<file path="src/rtl/hd44780_responder.sv">
// hd44780_responder: cycle-level model of an HD44780-style LCD panel acting as
// the responder on an LCD controller bus. Accesses are sampled while e is high
// and committed on the falling edge of e. Instructions update the address
// counter (AC), the mode bits and the busy flag. Data writes emit a write strobe.
//
// Optional feature: define HD44780_DDRAM_EN to add an 80x8 DDRAM. Data writes
// store into it, data reads return DDRAM[AC], and clear display fills it with
// 0x20 while busy. Without the macro there is no RAM and data reads return 0x00.
//
// Ports:
//   clk_i, rst_i            clock, synchronous active-high reset
//   e_i, rs_i, rw_i         bus strobe, register select, read/not-write
//   data_in_i               bus write data
//   data_out_o, data_oe_o   bus read data and its drive enable
//   busy_flag_o             instruction in progress
//   addr_ctr_o              address counter AC
//   disp_on_o/cursor_on_o/blink_on_o   display control D/C/B
//   inc_dec_o/shift_en_o    entry mode I/D, S
//   bus8_o/line2_o/font5x10_o          function set DL, N, F
//   wr_strobe_o, wr_addr_o, wr_data_o  one-cycle pulse per accepted data write
//   err_busy_o              sticky: non-status access attempted while busy
module hd44780_responder #(
   parameter int unsigned CLK_FREQ = 360,
   parameter int unsigned EXEC_US  = 37,
   parameter int unsigned CLEAR_US = 1520,
   parameter int unsigned CNT_W    = 20
) (
   input  logic       clk_i,
   input  logic       rst_i,
   input  logic       e_i,
   input  logic       rs_i,
   input  logic       rw_i,
   input  logic [7:0] data_in_i,
   output logic [7:0] data_out_o,
   output logic       data_oe_o,
   output logic       busy_flag_o,
   output logic [6:0] addr_ctr_o,
   output logic       disp_on_o,
   output logic       cursor_on_o,
   output logic       blink_on_o,
   output logic       inc_dec_o,
   output logic       shift_en_o,
   output logic       bus8_o,
   output logic       line2_o,
   output logic       font5x10_o,
   output logic       wr_strobe_o,
   output logic [6:0] wr_addr_o,
   output logic [7:0] wr_data_o,
   output logic       err_busy_o
);
   localparam int unsigned AC_W = 7;
   localparam int unsigned DW   = 8;
   localparam logic [CNT_W-1:0] EXEC_CYC  = CNT_W'(EXEC_US * CLK_FREQ);
   localparam logic [CNT_W-1:0] CLEAR_CYC = CNT_W'(CLEAR_US * CLK_FREQ);

   logic            e_q, rs_q, rs_d, rw_q, rw_d;
   logic [DW-1:0]   din_q, din_d;
   logic [CNT_W-1:0] cnt_q, cnt_d;
   logic            busy_q, busy_d;
   logic [AC_W-1:0] ac_q, ac_d;
   logic            d_q, d_d, c_q, c_d, b_q, b_d;
   logic            id_q, id_d, s_q, s_d;
   logic            dl_q, dl_d, n_q, n_d, f_q, f_d;
   logic            wstb_q, wstb_d;
   logic [AC_W-1:0] waddr_q, waddr_d;
   logic [DW-1:0]   wdata_q, wdata_d;
   logic            err_q, err_d;
   logic [DW-1:0]   dout_q, dout_d;
   logic            doe_q, doe_d;
   logic [DW-1:0]   rd_byte;
   logic            fall;

   // AC step with the two-line wrap points; decrement is the inverse of increment.
   function automatic logic [AC_W-1:0] ac_step(input logic [AC_W-1:0] ac,
                                               input logic inc, input logic two_line);
      logic [AC_W-1:0] r;
      if (inc) begin
         if (!two_line && ac == 7'h4F)     r = 7'h00;
         else if (two_line && ac == 7'h27) r = 7'h40;
         else if (two_line && ac == 7'h67) r = 7'h00;
         else                              r = ac + 7'd1;
      end else begin
         if (ac == 7'h00)                  r = two_line ? 7'h67 : 7'h4F;
         else if (two_line && ac == 7'h40) r = 7'h27;
         else                              r = ac - 7'd1;
      end
      return r;
   endfunction

   assign fall = e_q & ~e_i;

   // Next-state: bus sampling, commit decode and busy countdown.
   always_comb begin
      rs_d = rs_q;  rw_d = rw_q;  din_d = din_q;
      ac_d = ac_q;
      d_d = d_q;  c_d = c_q;  b_d = b_q;
      id_d = id_q;  s_d = s_q;
      dl_d = dl_q;  n_d = n_q;  f_d = f_q;
      wstb_d = 1'b0;  waddr_d = waddr_q;  wdata_d = wdata_q;
      err_d = err_q;
      cnt_d = (cnt_q != '0) ? cnt_q - CNT_W'(1) : '0;
      doe_d = e_i & rw_i;
      dout_d = '0;

      if (e_i) begin
         rs_d = rs_i;  rw_d = rw_i;  din_d = data_in_i;
         if (rw_i) dout_d = rs_i ? rd_byte : {busy_q, ac_q};
      end

      if (fall) begin
         if (!rs_q && rw_q) begin
            // status read: no side effects
         end else if (busy_q) begin
            err_d = 1'b1;
         end else if (rs_q) begin
            // data write or data read; both step AC and take the normal busy time
            if (!rw_q) begin
               wstb_d = 1'b1;  waddr_d = ac_q;  wdata_d = din_q;
            end
            ac_d  = ac_step(ac_q, id_q, n_q);
            cnt_d = EXEC_CYC;
         end else begin
            // instruction write, decoded by highest set bit
            cnt_d = EXEC_CYC;
            casez (din_q)
               8'b1???????: ac_d = din_q[6:0];
               8'b01??????: ;
               8'b001?????: begin dl_d = din_q[4]; n_d = din_q[3]; f_d = din_q[2]; end
               8'b0001????: if (!din_q[3]) ac_d = ac_step(ac_q, din_q[2], n_q);
               8'b00001???: begin d_d = din_q[2]; c_d = din_q[1]; b_d = din_q[0]; end
               8'b000001??: begin id_d = din_q[1]; s_d = din_q[0]; end
               8'b0000001?: begin ac_d = '0; cnt_d = CLEAR_CYC; end
               8'b00000001: begin ac_d = '0; id_d = 1'b1; cnt_d = CLEAR_CYC; end
               default:     cnt_d = '0;
            endcase
         end
      end
      busy_d = (cnt_d != '0);
   end

   always_ff @(posedge clk_i) begin
      if (rst_i) begin
         e_q <= 1'b0;  rs_q <= 1'b0;  rw_q <= 1'b0;  din_q <= '0;
         cnt_q <= '0;  busy_q <= 1'b0;  ac_q <= '0;
         d_q <= 1'b0;  c_q <= 1'b0;  b_q <= 1'b0;
         id_q <= 1'b1;  s_q <= 1'b0;
         dl_q <= 1'b1;  n_q <= 1'b0;  f_q <= 1'b0;
         wstb_q <= 1'b0;  waddr_q <= '0;  wdata_q <= '0;
         err_q <= 1'b0;  dout_q <= '0;  doe_q <= 1'b0;
      end else begin
         e_q <= e_i;  rs_q <= rs_d;  rw_q <= rw_d;  din_q <= din_d;
         cnt_q <= cnt_d;  busy_q <= busy_d;  ac_q <= ac_d;
         d_q <= d_d;  c_q <= c_d;  b_q <= b_d;
         id_q <= id_d;  s_q <= s_d;
         dl_q <= dl_d;  n_q <= n_d;  f_q <= f_d;
         wstb_q <= wstb_d;  waddr_q <= waddr_d;  wdata_q <= wdata_d;
         err_q <= err_d;  dout_q <= dout_d;  doe_q <= doe_d;
      end
   end

`ifdef HD44780_DDRAM_EN
   localparam int unsigned RAM_N = 80;
   localparam int unsigned IDX_W = 7;

   logic [DW-1:0]    ram_q [RAM_N];
   logic             clr_act_q, clr_act_d, clr_start;
   logic [IDX_W-1:0] clr_idx_q, clr_idx_d;
   logic             ram_we;
   logic [IDX_W-1:0] ram_idx;
   logic [DW-1:0]    ram_wdata;
   logic [IDX_W:0]   rd_slot, wr_slot;

   // Map AC to a RAM slot: {valid, index}; line 2 (0x40..0x67) follows line 1.
   function automatic logic [IDX_W:0] slot(input logic [AC_W-1:0] ac, input logic two_line);
      logic [IDX_W:0] r;
      r = '0;
      if (!two_line) begin
         if (ac < 7'd80) r = {1'b1, ac};
      end else if (ac < 7'h28) begin
         r = {1'b1, ac};
      end else if (ac >= 7'h40 && ac < 7'h68) begin
         r = {1'b1, 7'(ac - 7'd24)};
      end
      return r;
   endfunction

   assign clr_start = fall & ~busy_q & ~rs_q & ~rw_q & (din_q == 8'h01);
   assign rd_slot   = slot(ac_q, n_q);
   assign rd_byte   = rd_slot[IDX_W] ? ram_q[rd_slot[IDX_W-1:0]] : '0;

   // RAM write port: clear sweep (one byte per cycle) or an accepted data write.
   always_comb begin
      clr_act_d = clr_act_q;
      clr_idx_d = clr_idx_q;
      ram_we    = 1'b0;
      ram_idx   = clr_idx_q;
      ram_wdata = 8'h20;
      wr_slot   = slot(ac_q, n_q);
      if (clr_act_q) begin
         ram_we = 1'b1;
         if (clr_idx_q == IDX_W'(RAM_N - 1)) clr_act_d = 1'b0;
         else                                 clr_idx_d = clr_idx_q + IDX_W'(1);
      end else if (wstb_d && wr_slot[IDX_W]) begin
         ram_we    = 1'b1;
         ram_idx   = wr_slot[IDX_W-1:0];
         ram_wdata = din_q;
      end
      if (clr_start) begin
         clr_act_d = 1'b1;
         clr_idx_d = '0;
      end
   end

   always_ff @(posedge clk_i) begin
      if (rst_i) begin
         clr_act_q <= 1'b0;
         clr_idx_q <= '0;
      end else begin
         clr_act_q <= clr_act_d;
         clr_idx_q <= clr_idx_d;
      end
   end

   always_ff @(posedge clk_i) begin
      if (ram_we) ram_q[ram_idx] <= ram_wdata;
   end
`else
   assign rd_byte = '0;
`endif

   assign data_out_o  = dout_q;
   assign data_oe_o   = doe_q;
   assign busy_flag_o = busy_q;
   assign addr_ctr_o  = ac_q;
   assign disp_on_o   = d_q;
   assign cursor_on_o = c_q;
   assign blink_on_o  = b_q;
   assign inc_dec_o   = id_q;
   assign shift_en_o  = s_q;
   assign bus8_o      = dl_q;
   assign line2_o     = n_q;
   assign font5x10_o  = f_q;
   assign wr_strobe_o = wstb_q;
   assign wr_addr_o   = waddr_q;
   assign wr_data_o   = wdata_q;
   assign err_busy_o  = err_q;
endmodule

</file>
<file path="config.mk">
export PLATFORM = sky130hd
export DESIGN_NAME = hd44780_responder
export DESIGN_NICKNAME = d
export VERILOG_FILES = /design/src/rtl/hd44780_responder.sv
export SDC_FILE = /design/constraint.sdc
export NUM_CORES = 1
export LEC_CHECK = 0
export CORE_ASPECT_RATIO = 0.8
export CORE_MARGIN = 4
export CORE_UTILIZATION = 59
export CTS_CLUSTER_SIZE = 10
export DETAILED_ROUTE_END_ITERATION = 10
export PLACE_DENSITY = 0.86
export SYNTH_ARGS = -nofsm -noshare
export SYNTH_HDL_FRONTEND = slang
export SYNTH_SLANG_ARGS = --single-unit
</file>
<file path="constraint.sdc">
create_clock -name clk_i -period 5.45 [get_ports clk_i]
set_input_delay 1.09 -clock clk_i [delete_from_list [all_inputs] [get_ports clk_i]]
set_output_delay 1.09 -clock clk_i [all_outputs]
set_load 0.02 [all_outputs]
</file>
==> results.cfg <==
[worst_setup_path]
worstSetupPathType = input pin to register
startpoint_type = input pin
cp_data_arrival_time_ns = 3.73
crit_start = e_i
crit_path_end_kind = register
reg2reg_depth = 8
r2r-start = addr_ctr_o[0]
crit_path_end = bus8_o
reg2reg_slack_ns = 2.92
cp_max_fo = 12
r2r_end = addr_ctr_o[3]
cp_data_required_time_ns = 5.69

[sta]
fin_tns_setup_ns = 0
finalHoldViolCount = 0
period_needed_ns = 3.485
fin_crit_sh = 0.6394
slew_viol_final = 0
tightest_slew_ns = 0.7581
skew_ns = 0.008438
relSlewSlack = 0.4900
final-setup-viol-count = 0
fmax_mhz = 287.0
rsz0062_at_grt = no

[finish]
insertedDiodeCount = 0
area_growth_pct = 19.18
drive_gt1_frac = 0.06337
finalCoreUtilization = 0.7416
layout.nets = 517
layout.cells.non_filler = 586

[synth]
synth_mux_area_frac = 0.05103
synth_compound_area_frac = 0.1610
ys.warnings.count = 0
yosys.area_share.xor_xnor = 0.04871
syn-num-nets = 485
synthTopCellsByCount = dfxtp_1, nand2_1, nor2_1
ys_dominant_reg_cell = dfxtp_1
synth-simple-area-share = 0.2889
ys_ff_latch = 73
synth_area_leader_cell = dfxtp_1
synth_top_area_share = 0.3870
synth_edf_count = 0
async_flop_share = 0
synth-seq-area-share = 0.3870
syn_area_per_cell_um2 = 8.069
synth.most_common_cell = dfxtp_1
synth_top_family_by_area = simple AND/OR/NAND/NOR gates
synth_cell_types = 62
ys_top_cells_by_area = dfxtp_1, nand2_1, nor2_1
synthCells = 468
synth_fa_ha_area_frac = 0.01325
netlist_area_um2 = 3776

[clock_tree]
post_cts_buffers = 0
insertion_delay_ns = 0.36
cts_resized = 0
tritoncts = built
cts_hold_buf = 0
clk_pin_slew_ns = 0.08
htreeDepth = 3
clockBufferDepth = 2
cts.sinks = 73
cts_buffers = 9
clock-root-buffer = clkbuf_8

[grt]
antenna_found_initial = 0
grt_max_degree = 48
grtUsageTotal = 0.2660
grt_pass1_wl_um = 16680
grt_overflow = 0
grt_pass1_vias = 3311

[power]
p_leak_nw = 1.613
ir_drop_v = 0.0002867
p_comb_frac = 0.359
sw_frac_of_total = 0.3884
p_sw_w = 0.0007249
p_per_area_nw_per_um2 = 414.7
intPower_w = 0.001142
pwr-share-seq = 0.390
power_frac_clock = 0.251

[routing]
vias = 3597
drcViolationCount = 0
final_antenna_net_count = 0
drtIter0Drc = 415
drtPass1Iterations = 6
viasPerCell = 6.138
wirelength_um = 9932
wl_per_cell_um = 16.95

[floorplan]
start_util = 0.6223
die_height_um = 79.56
die_w_um = 97.45
rows = 25
die_area_um2 = 7752
io-pin-count = 55
fp.coreArea_um2 = 6068

[min_path]
hp-class = register to register

[flow_run]
drv_cap = 0

[outcome]
outcome = finished, final reports clean

[placed_design]
port_buffers = 54
gp_congestion = 0.9366
place_inst = 570
hpwl_um = 6896
## flip-flops by register name (all words and copies together) (netlist names)
name         count
din_q            8
err_busy_o       1
wr_addr_o        7
cnt_q           20
addr_ctr_o       7
shift_en_o       1
bus8_o           1
disp_on_o        1
data_out_o       8
wr_data_o        8
wr_strobe_o      1
inc_dec_o        1
font5x10_o       1
rs_q             1
cursor_on_o      1
busy_flag_o      1
rw_q             1
data_oe_o        1
line2_o          1
e_q              1
blink_on_o       1
## metal layers
metal / up-vias / GRT usage / share of wire
li1: 1724 / - / -
met3: 19 / 0.08210 / 0.098
met2: 170 / 0.3789 / 0.42
met5: - / 0 / 0
met1: 1684 / 0.3860 / 0.47
met4: 0 / 0.07607 / 0.019
## worst min path at each step
stage                 start      endpoint  slack, ns  cells after the start
2_1_floorplan      cnt_q[0]      cnt_q[0]       0.45                      1
3_3_place_gp   wr_addr_o[3]  wr_addr_o[3]       0.44                      2
3_5_place_dp   wr_addr_o[5]  wr_addr_o[5]       0.45                      2
4_1_cts        wr_addr_o[5]  wr_addr_o[5]       0.46                      2
5_1_grt        wr_addr_o[3]  wr_addr_o[3]       0.49                      2
6_report       wr_addr_o[3]  wr_addr_o[3]       0.45                      2
## stage by stage
stage               hold slack (ns)  worst slack [ns]  power (W)  cell area, um^2
floorplan                    0.4454             2.725   0.001240             3776
global placement             0.4442             1.702   0.001374             4282
detailed placement           0.4485             1.620   0.001384             4282
CTS                          0.4588             1.970   0.001855             4501
global route                 0.4854             1.810   0.001995             4501
finish                       0.4543             1.965   0.001867             4501
## area by class of cell
cell class	count	area, um^2
multi-input cells	349	2126
fillers	465	1568
flip-flops and latches	73	1461
repair buffers	55	548.0
clock buffers	9	123.9
well taps	81	101.3
clock inverters	7	95.09
inverters	12	45.04
## power groups by stage
stage	Clock (W)	Sequential (W)	Combinational (W)
floorplan	0	0.000682	0.000557
global placement	0	0.000728	0.000646
detailed placement	0	0.000732	0.000652
CTS	0.000472	0.000724	0.000660
global route	0.000497	0.000744	0.000753
finish	0.000468	0.000729	0.000670
## cells in the final DEF, fill, tap and decap left out, types with 9 or more instances in the layout
cell type,count
clkdlybuf4s50_1,54
nor2_1,52
a21oi_1,34
xnor2_1,15
and2_1,14
dfxtp_1,73
nand2_1,64
inv_1,11
mux2i_1,17
o21ai_0,13
clkbuf_8,9
nand3_1,11
nor3_1,13
## critical path: stages
cell	delay [ns]
clkdlybuf4s50_1	0.77
nand2b_1	0.38
or4_4	0.48
nor4b_1	0.65
mux2i_1	0.27
nand2_1	0.08
## cell families (layout without fill, tap and decap cells)
family | after synthesis | after routing
xor gates and xnor gates | 21 | 21
and+or+nand+nor | 212 | 212
buffers and inverters | 46 | 83
DFF | 73 | 73
AOI/OAI and AO/OA | 93 | 93
muxes | 19 | 19
adders and majority gates | 4 | 4
Note: power is estimated with default switching activity, not from simulation.
